`config.mk`:
```
export PLATFORM = sky130hd
export DESIGN_NAME = counter_74163
export DESIGN_NICKNAME = d
export VERILOG_FILES = /design/src/rtl/counter_74163.sv
export SDC_FILE = /design/constraint.sdc
export NUM_CORES = 1
export LEC_CHECK = 0
export ABC_AREA = 1
export CAP_MARGIN = 20
export CELL_PAD_IN_SITES_DETAIL_PLACEMENT = 0
export CELL_PAD_IN_SITES_GLOBAL_PLACEMENT = 2
export CORE_MARGIN = 2
export CORE_UTILIZATION = 17
export DETAILED_ROUTE_END_ITERATION = 16
export GPL_ROUTABILITY_DRIVEN = 0
export PLACE_DENSITY = 0.86
export SLEW_MARGIN = 20
export SYNTH_ARGS = -nofsm -noshare
export SYNTH_HDL_FRONTEND = slang
export SYNTH_SLANG_ARGS = --single-unit
```
`constraint.sdc`:
```
create_clock -name C -period 2.4 [get_ports C]
set_input_delay 0.24 -clock C [delete_from_list [all_inputs] [get_ports C]]
set_output_delay 0.24 -clock C [all_outputs]
set_load 0.05 [all_outputs]
```
`src/rtl/counter_74163.sv`:
```
// Synchronous presettable binary counter (74163-style) with clear, load, count and ripple carry.
// Define COUNTER_74163_UPDOWN_EN to add the U_nD up/down control (74169-style terminal count).
module counter_74163 #(
   parameter int unsigned WIDTH = 4
) (
   input  logic             C,
   input  logic             nR,
   input  logic             nLOAD,
   input  logic             ENP,
   input  logic             ENT,
`ifdef COUNTER_74163_UPDOWN_EN
   input  logic             U_nD,
`endif
   input  logic [WIDTH-1:0] D,
   output logic [WIDTH-1:0] Q,
   output logic             RCO
);

   localparam logic [WIDTH-1:0] One = WIDTH'(1);

   logic [WIDTH-1:0] q_q, q_d;
   logic [WIDTH-1:0] terminal;
   logic             count_up;

`ifdef COUNTER_74163_UPDOWN_EN
   assign count_up = U_nD;
`else
   assign count_up = 1'b1;
`endif

   // Clear has priority over everything and is handled in the register itself.
   always_comb begin
      q_d = q_q;
      if (!nLOAD) begin
         q_d = D;
      end else if (ENP && ENT) begin
         q_d = count_up ? (q_q + One) : (q_q - One);
      end
   end

   always_ff @(posedge C) begin
      if (!nR) begin
         q_q <= '0;
      end else begin
         q_q <= q_d;
      end
   end

   // Terminal value follows the count direction so cascaded stages borrow as well as carry.
   assign terminal = count_up ? '1 : '0;

   assign Q   = q_q;
   assign RCO = ENT && (q_q == terminal);

endmodule

```
; Word-level counts from Yosys, hierarchy flattened
; Index checks and enable logic that the tools add are counted.
; Widths: inputs -> output; s select.
[op_classes]
reduce_logical = 2
addsub = 1
mux = 2
n_eq_ne = 2
[ops]
columns = cell, count
row1 = $mux 4, 2
row2 = $add 4x1->4 const B, 1
row3 = $eq 4x4->1 const B, 1
row4 = $logic_and 1x1->1, 2
row5 = $ne 2x1->1 const B, 1
[totals]
word_cells = 8
regBits = 4
input_bits = 9
out_inout_bits = 5

; Depth between registers and ports, before layout
[logic_depth]
depth_word = 3
depth_mapped = 6
depth_no_buf = 6

; Worst setup path before layout
; No wires, ideal clock.
[synth_path]
path_kind = reg2out
from = reg q_q[0], in the netlist Q[0]
to = out RCO
setup_slack_ns = 0.474
t_required_ns = 2.160
n_path_buf = 0
t_arrival_ns = 1.686
stages_incl_launch_ff = 4
path_cell_list = dfxtp_1 > ha_1 > nand2_1 > nor2_1
[synth_between]
elab_chain_cells = 2
[synth_lines]
columns = item, line_no
row1 = from (decl), 21  ; logic [WIDTH-1:0] q_q, q_d;
row2 = from (signal assigned), 45  ; q_q <= q_d;
row3 = $eq 4x4->1, 53  ; assign RCO = ENT && (q_q == terminal);
row4 = $logic_and 1x1->1, 53
row5 = to (decl), 16  ; output logic RCO
; Every way passes these cells.

; Worst setup path in the final report
; Ends and elaborated chain as after synthesis.

==> impl_results.md <==
* Die X at between 40 and 50 um
* Unique cell type count in the Yosys netlist at 16
* Quantity of hold-fixing buffers added after cts at 0
* Post-Place Cells at 64
* Combined area of all synthesized cells at roughly 240 um^2
* Root buffer selected by CTS: clkbuf_4
* Largest register FFs at 4
* Portion of total power attributed to combinational logic at 0.282
* Worst VDD drop at approximately 0.29 mV
* Setup TNS at 0 ns
* Dominant cells by area after synthesis: dfxtp_1, nand2_1, nand3_1, nor2_1, a31oi_1
* Antenna Diode Count at 0
* Final worst-path cycle share at 0.863
* Detail Route Antenna Nets at 0
* Worst Path Class, Setup: reg2out
* Sw frac at 0.310
* RSZ-0062 raised after global routing: false
* Sequential group share of total power at 0.350
* Layout net count at 64
* Placed Instance Area at 390 um^2
* Syn Inst Count at 36
* Total via count after detailed routing at about 280
* Largest buffer count on any clock path at 2
* Initial antenna violation count at 0
* CP max-delay cell: clkdlybuf4s50_1
* Leakage power summed over all cells at ~0.00016 uW
* Critical path capture point type: primary output
* Leftover overflow at the end of global routing at 0
* Average via count per standard cell at 4.16
* Synth Flop Type: dfxtp_1
* Worst stage delay on the critical path at 0.80 ns
* Core ar. at 1320 um^2
* Mapped Avg Cell Area at approximately 6.7 um^2
* Endpoint of the worst hold path: Q[3]$_SDFFE_PN0P_
* Footprint of the multi-input gates at around 150 um^2
* Count of flip-flops with a built-in enable after synthesis at 0
* Final Hold Fails at 0
* Clock power share at 0.367
* Slew Limit Fails at 0
* Launch point of the worst hold path: Q[3]$_SDFFE_PN0P_
* Capturing point of the worst reg2reg path: Q[2]$_SDFFE_PN0P_
* Setup crit start kind: register
* Drt first-iter violations at 1
* Max-slew headroom at the worst pin at 0.670
* Hold-critical path depth at 2
* Port-buffer cells at 13
* Die Footprint at ~1700 um^2
* Number of remaining DRC errors at 0
* Critical path, cell by cell: ha_1 -> nand2_1 -> nor2_1 -> clkdlybuf4s50_1
* Area used by sequential logic in the layout at 80.1 um^2
* Share of flip-flops with an asynchronous set or reset at 0
* Synth area leader: dfxtp_1
* Maximum number of pins on one net before global-route repair at 7
* Switching component of the power at 70.3 uW
* Peak Freq at 483 MHz
* Area growth syn-to-layout at 71.0%
* Share of Yosys cell area claimed by the top area cell type at 0.332
* Number of clock sinks at 4
* Endpoint required time on the critical path at 2.16 ns
* Gr usage total at 0.0888
* CTS buffer count at 3
* Most used cells in the layout excluding fill and tap cells: clkdlybuf4s50_1, nand2_1, dfxtp_1, nor2_1
* Fraction of layout instances using a drive strength above 1 at 0.173
* Global-route wire length before repair at roughly 1100 um
* RR Startpoint: Q[0]$_SDFFE_PN0P_
* Count of max-cap constraint violations at 0
* Number of primary I/O pins at 14
* Initial standard-cell utilization of the core at 0.183
* Count of synthesis-stage warnings from yosys at 0
* Clock Skew at between 0.00015 and 0.0002 ns
* Class of the tightest hold or removal check: reg2reg
* Fill cell instance count of the final layout at roughly 150
* Setup violation total in the final timing report at 0
* Int Pwr at 157 uW
* R2R cell count at 4
* Clock latency on the worst-skew pair at about 0.24 ns
* Clock period minus worst slack at just over 2 ns
* Via count of the first global-routing pass at about 250
* Worst reg2reg setup slack at about 1.3 ns
* Number of synthesized register bits at 4
* Result of the run: complete, no violations
* Most common cell after layout, fill and taps aside: clkdlybuf4s50_1
* Number of levels the H-tree was split into at 1
* Count of non-filler cells in the finished layout at 67
* Total power density per cell area at 550 nW/um^2
* Post-Syn Nets at 46
* Worst Setup Slack, final at roughly 0.33 ns
* Die Y-Extent at 41.7 um
* CP Data Arrival Time at around 1.8 ns
* Post-Place Setup Slack at between 0.4 and 0.5 ns
* Clock tree from TritonCTS: yes
* Sequential cell area fraction in the yosys report at 0.332
* CTS clk-pin slew, worst paths at roughly 0.04 ns
* Transition time at the pin with the least slew margin at slightly below 0.5 ns
* Average detailed-routed wire length per instance at 9.57 um
* Number of optimization iterations in the first detailed-route pass at 4
* DP Wirelength at about 520 um
* Standard-cell rows at 13
* Post CTS Setup Buffer Count at 0
* Post-Layout Inst Area at about 410 um^2
* Aggregate routed wire length at around 640 um
* Post_cts resized at 0
* Worst Path Max Fanout at 6
* Overall power at ~230 uW
[metrics by stage]
stage                     hold slack, ns   util
after floorplan                    0.378      -
after global placement             0.541  0.296
after detailed placement           0.541  0.296
after CTS                          0.545  0.313
after global routing               0.571  0.313
final                              0.536  0.313
[synth_stat cells (2+ instances only)]
cell type	number
nor2_1	4
a31oi_1	2
nand2_1	9
dfxtp_1	4
o21ai_0	2
nand3_1	3
inv_1	2
nand2_2	2
[worst max path at each step]
stage                           start  endpoint  slack, ns  cells after the start
floorplan           Q[0]$_SDFFE_PN0P_       RCO       0.47                      3
global placement                  ENT       RCO       0.49                      4
detailed placement                ENT       RCO       0.48                      4
CTS                 Q[0]$_SDFFE_PN0P_       RCO       0.32                      4
global route        Q[0]$_SDFFE_PN0P_       RCO       0.23                      4
finish              Q[0]$_SDFFE_PN0P_       RCO       0.33                      4
[worst max-delay path, delay by kind of cell, from the launching register on]
family / cells / cell delay (ns)
fa+ha+maj: 1 / 0.19
simple gates: 2 / 0.18
flops: 1 / 0.42
buf+inv: 1 / 0.80
[power by group through the flow]
stage                     clock, uW  combinational [uW]  sequential (uW)
after floorplan                   0                18.2             96.5
after global placement            0                64.1             80.8
after detailed placement          0                64.3             80.5
after CTS                      85.4                64.4             79.5
after global routing           94.0                69.1             80.3
final                          83.3                64.1             79.5
[logic make-up after synthesis]
group,share of synthesized area
and+or+nand+nor,0.394
AOI/OAI and AO/OA,0.161
adders and majority gates,0.0518
buffers and inverters,0.0622
DFF,0.332
[metal layers]
layer	up-vias	track usage	routed length [um]	share of wire
li1	154	-	-	-
met1	116	0.0947	272	0.42
met2	9	0.131	327	0.51
met3	0	0.0522	41	0.064
met4	0	0.0581	0	0
met5	-	0	0	0
[cell type report]
cell class / instances / share of cell area
flip-flops and latches: 4 / 0.194
multi-input cells: 28 / 0.355
well taps: 15 / 0.0455
inverters: 4 / 0.0364
clock buffers: 3 / 0.0545
repair buffers: 13 / 0.315
(Power assumes the default switching activity.)
